===== config.mk =====
export PLATFORM = sky130hd
export DESIGN_NAME = immunity_frame_ctrl_flat
export DESIGN_NICKNAME = d
export VERILOG_FILES = /design/src/rtl/battle_pkg.sv /design/src/rtl/immunity_frame_ctrl_if.sv /design/src/rtl/frame_countdown.sv /design/src/rtl/immunity_frame_ctrl.sv /design/src/flat_wrapper.sv
export SDC_FILE = /design/constraint.sdc
export NUM_CORES = 1
export LEC_CHECK = 0
export CAP_MARGIN = 25
export CORE_MARGIN = 3
export CORE_UTILIZATION = 41
export DETAILED_ROUTE_END_ITERATION = 10
export GPL_ROUTABILITY_DRIVEN = 0
export GPL_TIMING_DRIVEN = 0
export PLACE_DENSITY_LB_ADDON = 0.25
export SLEW_MARGIN = 10
export SYNTH_ARGS = -nofsm -noshare
export SYNTH_HDL_FRONTEND = slang
export SYNTH_HIERARCHICAL = 1
export SYNTH_SLANG_ARGS = --single-unit

===== constraint.sdc =====
create_clock -name clk -period 4.2 [get_ports clk]
set_input_delay 0.63 -clock clk [delete_from_list [all_inputs] [get_ports clk]]
set_output_delay 0.63 -clock clk [all_outputs]
set_load 0.05 [all_outputs]

===== src/rtl/battle_pkg.sv =====
// battle_pkg: shared types and sprite geometry for the tank battle pixel pipeline
package battle_pkg;
  typedef enum logic [1:0] {IDLE, ACTIVE, EXPIRING} immunity_state_t;
  typedef logic [10:0] coord_t;
  localparam int OBJECT_W = 25;
  localparam int OBJECT_H = 25;
endpackage


===== src/rtl/immunity_frame_ctrl_if.sv =====
// immunity_frame_ctrl_if: scan position, frame events and rectangle outputs of the immunity shield
interface immunity_frame_ctrl_if;
  import battle_pkg::*;
  coord_t pixelX;
  coord_t pixelY;
  logic startOfFrame;
  coord_t topLeftX;
  coord_t topLeftY;
  logic activate;
  logic cancel;
  coord_t offsetX;
  coord_t offsetY;
  logic InsideRectangle;
  logic immunityActive;
  modport master (
    output pixelX, pixelY, startOfFrame, topLeftX, topLeftY, activate, cancel,
    input offsetX, offsetY, InsideRectangle, immunityActive
  );
  modport slave (
    input pixelX, pixelY, startOfFrame, topLeftX, topLeftY, activate, cancel,
    output offsetX, offsetY, InsideRectangle, immunityActive
  );
endinterface


===== src/rtl/frame_countdown.sv =====
// frame_countdown: loadable down-counter that saturates at zero
module frame_countdown #(
  parameter int W = 10
) (
  input  logic         clk,
  input  logic         resetN,
  input  logic         clear,
  input  logic         load,
  input  logic         dec,
  input  logic [W-1:0] load_value,
  output logic [W-1:0] count,
  output logic         zero
);
  assign zero = count == '0;
  always_ff @(posedge clk or negedge resetN)
    if (!resetN) count <= '0;
    else if (clear) count <= '0;
    else if (load) count <= load_value;
    else if (dec && !zero) count <= count - W'(1);
endmodule


===== src/rtl/immunity_frame_ctrl.sv =====
// immunity_frame_ctrl: immunity shield lifetime, blink and frame-stable hit test
module immunity_frame_ctrl
  import battle_pkg::*;
#(
  parameter int OBJECT_WIDTH_X    = OBJECT_W,
  parameter int OBJECT_HEIGHT_Y   = OBJECT_H,
  parameter int DURATION_FRAMES   = 300,
  parameter int BLINK_FRAMES      = 90,
  parameter int BLINK_HALF_PERIOD = 8
) (
  input logic clk,
  input logic resetN,
  immunity_frame_ctrl_if.slave bus
);
  localparam int BW = $clog2(BLINK_HALF_PERIOD) + 1;
  immunity_state_t state, next;
  logic [9:0] frame_cnt, dec_val;
  logic cnt_zero, live, tick, visible, hit_x, hit_y, show;
  logic [BW-1:0] blink_cnt;
  coord_t latch_x, latch_y;
  frame_countdown #(.W(10)) u_cnt (
    .clk(clk),
    .resetN(resetN),
    .clear(bus.cancel),
    .load(bus.activate),
    .dec(tick && !bus.activate),
    .load_value(10'(DURATION_FRAMES)),
    .count(frame_cnt),
    .zero(cnt_zero)
  );
  always_comb begin
    live = state != IDLE;
    tick = bus.startOfFrame && live;
    dec_val = frame_cnt - {9'b0, !cnt_zero};
    next = bus.cancel ? IDLE :
           bus.activate ? ACTIVE :
           (tick && dec_val == '0) ? IDLE :
           (tick && state == ACTIVE && dec_val == 10'(BLINK_FRAMES)) ? EXPIRING : state;
    visible = state == ACTIVE || (state == EXPIRING && !blink_cnt[BW-1]);
    hit_x = {1'b0, bus.pixelX} >= {1'b0, latch_x} && {1'b0, bus.pixelX} < {1'b0, latch_x} + 12'(OBJECT_WIDTH_X);
    hit_y = {1'b0, bus.pixelY} >= {1'b0, latch_y} && {1'b0, bus.pixelY} < {1'b0, latch_y} + 12'(OBJECT_HEIGHT_Y);
    show = hit_x && hit_y && visible;
  end
  always_ff @(posedge clk or negedge resetN)
    if (!resetN) state <= IDLE;
    else state <= next;
  // Position only moves at frame start (or on activation) so a frame never tears.
  always_ff @(posedge clk or negedge resetN)
    if (!resetN) begin
      latch_x <= '0;
      latch_y <= '0;
    end else if (bus.startOfFrame || bus.activate) begin
      latch_x <= bus.topLeftX;
      latch_y <= bus.topLeftY;
    end
  always_ff @(posedge clk or negedge resetN)
    if (!resetN) blink_cnt <= '0;
    else if (next == EXPIRING && state != EXPIRING) blink_cnt <= '0;
    else if (state == EXPIRING && tick) blink_cnt <= blink_cnt + BW'(1);
  always_ff @(posedge clk or negedge resetN)
    if (!resetN) begin
      bus.InsideRectangle <= 1'b0;
      bus.offsetX <= '0;
      bus.offsetY <= '0;
      bus.immunityActive <= 1'b0;
    end else begin
      bus.InsideRectangle <= show;
      bus.offsetX <= show ? bus.pixelX - latch_x : '0;
      bus.offsetY <= show ? bus.pixelY - latch_y : '0;
      bus.immunityActive <= next != IDLE;
    end
endmodule


===== src/flat_wrapper.sv =====
// flat-port wrapper written by rule: the top's interface ports become plain ports
module immunity_frame_ctrl_flat import battle_pkg::*;
#(
  parameter int OBJECT_WIDTH_X    = OBJECT_W,
  parameter int OBJECT_HEIGHT_Y   = OBJECT_H,
  parameter int DURATION_FRAMES   = 300,
  parameter int BLINK_FRAMES      = 90,
  parameter int BLINK_HALF_PERIOD = 8
)
  (clk, resetN, bus_pixelX, bus_pixelY, bus_startOfFrame, bus_topLeftX, bus_topLeftY, bus_activate, bus_cancel, bus_offsetX, bus_offsetY, bus_InsideRectangle, bus_immunityActive);
  immunity_frame_ctrl_if bus_i ();
  input logic clk;
  input logic resetN;
  input wire logic [$bits(bus_i.pixelX)-1:0] bus_pixelX;
  input wire logic [$bits(bus_i.pixelY)-1:0] bus_pixelY;
  input wire logic [$bits(bus_i.startOfFrame)-1:0] bus_startOfFrame;
  input wire logic [$bits(bus_i.topLeftX)-1:0] bus_topLeftX;
  input wire logic [$bits(bus_i.topLeftY)-1:0] bus_topLeftY;
  input wire logic [$bits(bus_i.activate)-1:0] bus_activate;
  input wire logic [$bits(bus_i.cancel)-1:0] bus_cancel;
  output wire logic [$bits(bus_i.offsetX)-1:0] bus_offsetX;
  output wire logic [$bits(bus_i.offsetY)-1:0] bus_offsetY;
  output wire logic [$bits(bus_i.InsideRectangle)-1:0] bus_InsideRectangle;
  output wire logic [$bits(bus_i.immunityActive)-1:0] bus_immunityActive;
  assign bus_i.pixelX = bus_pixelX;
  assign bus_i.pixelY = bus_pixelY;
  assign bus_i.startOfFrame = bus_startOfFrame;
  assign bus_i.topLeftX = bus_topLeftX;
  assign bus_i.topLeftY = bus_topLeftY;
  assign bus_i.activate = bus_activate;
  assign bus_i.cancel = bus_cancel;
  assign bus_offsetX = bus_i.offsetX;
  assign bus_offsetY = bus_i.offsetY;
  assign bus_InsideRectangle = bus_i.InsideRectangle;
  assign bus_immunityActive = bus_i.immunityActive;
  immunity_frame_ctrl #(.OBJECT_WIDTH_X(OBJECT_WIDTH_X), .OBJECT_HEIGHT_Y(OBJECT_HEIGHT_Y), .DURATION_FRAMES(DURATION_FRAMES), .BLINK_FRAMES(BLINK_FRAMES), .BLINK_HALF_PERIOD(BLINK_HALF_PERIOD)) u_core (.clk(clk), .resetN(resetN), .bus(bus_i));
endmodule

==> impl_metrics.json <==
{
  "drc": 0,
  "worst_setup_path_end_kind": "flip-flop",
  "drv_cap": 0,
  "filler_instances": 979,
  "synthXorXnorAreaFrac_pct": 6.31,
  "run_status": "complete, no violations",
  "drive_gt1_share_pct": 11.0,
  "critical_path_class": "reg -> reg",
  "die_area_mm2": 0.0125,
  "cts_max_path_buffers": 2,
  "initial_antenna_violation_count": 0,
  "vias": 3893,
  "tritoncts_clock_tree": "built",
  "post_synth_edffs": 0,
  "routed_wirelength_um": 10600,
  "yosys-mux-area-fraction_pct": 5.85,
  "detailedPlacementHpwl_um": 8310,
  "setup.worst_path.start_class": "flip-flop",
  "route.detailed.vias_per_inst": 5.35,
  "synth_seq_cells": 62,
  "root_buffer": "clkbuf_8",
  "cts_hold_repair.buffers": 0,
  "mean_instance_size_in_the_synthesized_netlist_um2": 9.23,
  "synth_top_family_by_area": "simple AND/OR/NAND/NOR gates",
  "timing.setup.tns_ps": 0,
  "gr-max-usage-layer": "met2",
  "buffers_plus_inverters_on_the_worst_setup_path": 1,
  "final_max_slew_viol_count": 0,
  "reg2reg_setup_slack_ps": 780,
  "hold_viol_final": 0,
  "h-tree-depth": 3,
  "final.period_utilization_pct": 81.5,
  "critPathSlowestCell": "or4_1",
  "synth_simple_gate_area_share_pct": 19.8,
  "setup.worst_path.start": "u_core/latch_y[0]$_DFFE_PN0P_",
  "power_frac_comb_pct": 32.0,
  "global_routing_met3_resource_utilization_pct": 3.86,
  "boundaryPins": 73,
  "synthesis.instances": 496,
  "first_pass_iters": 5,
  "finalClockSkew_ps": 11.8,
  "worst_r2r_startpoint": "u_core/latch_y[0]$_DFFE_PN0P_",
  "grt-ovfl-total": 0,
  "cts.reportedPaths.clkPinSlew_ps": 80,
  "regToRegEndpoint": "u_core/bus.offsetX[9]$_DFF_PN0_",
  "via_count_of_the_first_global_routing_pass": 3918,
  "flow.area_growth_from_synthesis_pct": 24.8,
  "finalWorstPathRequiredPeriod_ps": 3420,
  "switchingPower_uw": 595,
  "warning_count_from_the_yosys_run": 6,
  "floorplan.core_area_mm2": 0.0106,
  "crit_fanout": 10,
  "synth.lib_cells_used.distinct": 64,
  "intPower_uw": 1240,
  "tightestPinTransition_ps": 773,
  "grt_max_degree": 63,
  "drt-wirelength-per-cell_um": 14.5,
  "slew_headroom_pct": 48.0,
  "netlist_area_mm2": 0.00458,
  "crit_chain": "ha_1 > a21oi_1 > and2_1 > nor2_1 > nand2_1 > xnor2_1 > ha_1 > or4_1 > a21oi_1 > o21ai_0 > o21ai_0 > clkbuf_1 > nand3_1 > nor2_1",
  "met2_use_gr_pct": 29.1,
  "timing.fmax_mhz": 292,
  "remaining_antenna_violation_count": 0,
  "worstSkewPairLatency_ps": 340,
  "die_h_um": 112,
  "synth_compound_gate_area_share_pct": 15.0,
  "detail_route.iter0.violations": 179,
  "fin_nets": 687,
  "async_flop_share_pct": 100,
  "swShare_pct": 32.3,
  "critPathRequiredTime_ps": 4470,
  "max-vdd-ir-drop_v": 0.000196,
  "pwr-share-seq_pct": 36.1,
  "ys_seq_area_share_pct": 33.9,
  "effective_utilization_at_floorplan_pct": 43.2,
  "cpPeakStageDelay_ps": 470,
  "clock_power_share_pct": 31.9,
  "worst_ep_arrival_time_ps": 3690,
  "antennaDiodeCount": 0,
  "powerDensity_mw_per_mm2": 322,
  "dominantRegCellSynth": "dfrtp_1",
  "timing.critical_path.max_delay_family": "simple AND/OR/NAND/NOR gates",
  "report.power.total_uw": 1840,
  "floorplan.rows": 37,
  "final-setup-viol-count": 0,
  "track_usage_pct": 17.4,
  "synthAdderAreaFrac_pct": 14.3,
  "clkSinkCount": 62,
  "postCtsSetupBuffers": 0,
  "grt.met1_usage_pct": 21.9,
  "io_buffers": 72,
  "hold_path_class": "in -> async",
  "grt_setup_unrepaired": "no",
  "power.leakage_uw": 0.00252,
  "dieWidth_um": 112,
  "reg2reg_depth": 14,
  "cts_resized": 0,
  "cts_buffers": 9,
  "grt_first_pass_wirelength_um": 18100
}
==> layer usage <==
| layer | vias up | wire [um] |
|---|---|---|
| li1 | 1940 | - |
| met1 | 1820 | 4740 |
| met2 | 110 | 5030 |
| met3 | 23 | 553 |
| met4 | 0 | 248 |
| met5 | - | 0 |
==> power by group through the flow <==
stage                     sequential [uW]  combinational [uW]  clock (uW)
final                                 664                 588         587
after floorplan                       683                 399           0
after global placement                673                 569           0
after CTS                             663                 587         600
after global routing                  669                 662         626
after detailed placement              674                 584           0
==> area by class of cell <==
| class | instances | area, um2 | area share (%) |
|---|---|---|---|
| multi-input cells | 390 | 2840 | 49.8 |
| flip-flops and latches | 62 | 1550 | 27.2 |
| repair buffers | 72 | 718 | 12.6 |
| well taps | 136 | 170 | 2.98 |
| inverters | 41 | 154 | 2.70 |
| clock buffers | 12 | 145 | 2.54 |
| clock inverters | 4 | 70.1 | 1.23 |
| plain buffers | 11 | 60.1 | 1.05 |
==> metrics by stage <==
stage          area, um2  instances  setup WS, ps  util (%)  hold slack (ps)
3_3_place_gp        5500        712           536      51.9              490
4_1_cts             5710        728           737      53.9              378
2_1_floorplan       4610        504          1230         -              334
5_1_grt             5710        728           395      53.9              408
6_report            5710        728           776      53.9              353
3_5_place_dp        5500        712           782      51.8              499
==> cells in the final DEF (no fill, tap or decap), drive strengths merged, types with 10 or more instances in the layout <==
cell	synthesis	routed
xnor2	25	25
o21ai	20	20
clkbuf	6	18
inv	41	41
ha	49	49
nand4	10	10
nand2	44	44
nand3	11	11
conb	2	10
mux2	22	22
dfrtp	62	62
clkdlybuf4s50	0	71
nor2	54	54
a21oi	26	26
==> synthesized netlist by cell type (all sizes together), types with 6 or more instances <==
cell type | number | share of area, %
nand2 | 44 | 3.6
nor2 | 54 | 4.4
nor4 | 8 | 1.4
ha | 49 | 13
nor3 | 7 | 0.77
xnor2 | 25 | 4.8
xor2 | 8 | 1.5
clkbuf | 6 | 0.49
a211oi | 6 | 1.2
nand3 | 11 | 1.2
o211ai | 7 | 1.1
inv | 41 | 3.4
a21oi | 26 | 2.8
nand4 | 10 | 1.4
or2 | 6 | 0.82
dfrtp | 62 | 34
o21ai | 20 | 2.2
mux2 | 22 | 5.4
==> flip-flops by register name, summed over array words and instances (netlist names) <==
| register | flops |
|---|---|
| u_core/blink_cnt | 4 |
| u_core/bus.InsideRectangle | 1 |
| u_core/bus.immunityActive | 1 |
| u_core/bus.offsetX | 11 |
| u_core/bus.offsetY | 11 |
| u_core/latch_x | 11 |
| u_core/latch_y | 11 |
| u_core/state | 2 |
| u_core/u_cnt/count | 10 |
==> worst max path at each step <==
stage                                            to  slack (ps)  cells after the start
floorplan           u_core/bus.offsetX[7]$_DFF_PN0_        1230                     12
CTS                 u_core/bus.offsetX[9]$_DFF_PN0_         740                     14
detailed placement  u_core/bus.offsetX[9]$_DFF_PN0_         780                     14
finish              u_core/bus.offsetX[9]$_DFF_PN0_         780                     14
global placement      u_core/latch_x[9]$_DFFE_PN0P_         540                      1
global route        u_core/bus.offsetX[4]$_DFF_PN0_         390                     14
==> cells by family (layout without fill, tap and decap cells) <==
| kind of cell | after synthesis | count (layout) |
|---|---|---|
| flops | 62 | 62 |
| buf+inv | 52 | 140 |
| compound gates | 98 | 98 |
| fa+ha+maj | 51 | 51 |
| mux | 24 | 24 |
| simple gates | 174 | 174 |
| other cells | 2 | 10 |
| xor+xnor | 33 | 33 |
No activity file was read; power rests on OpenSTA's default activity.
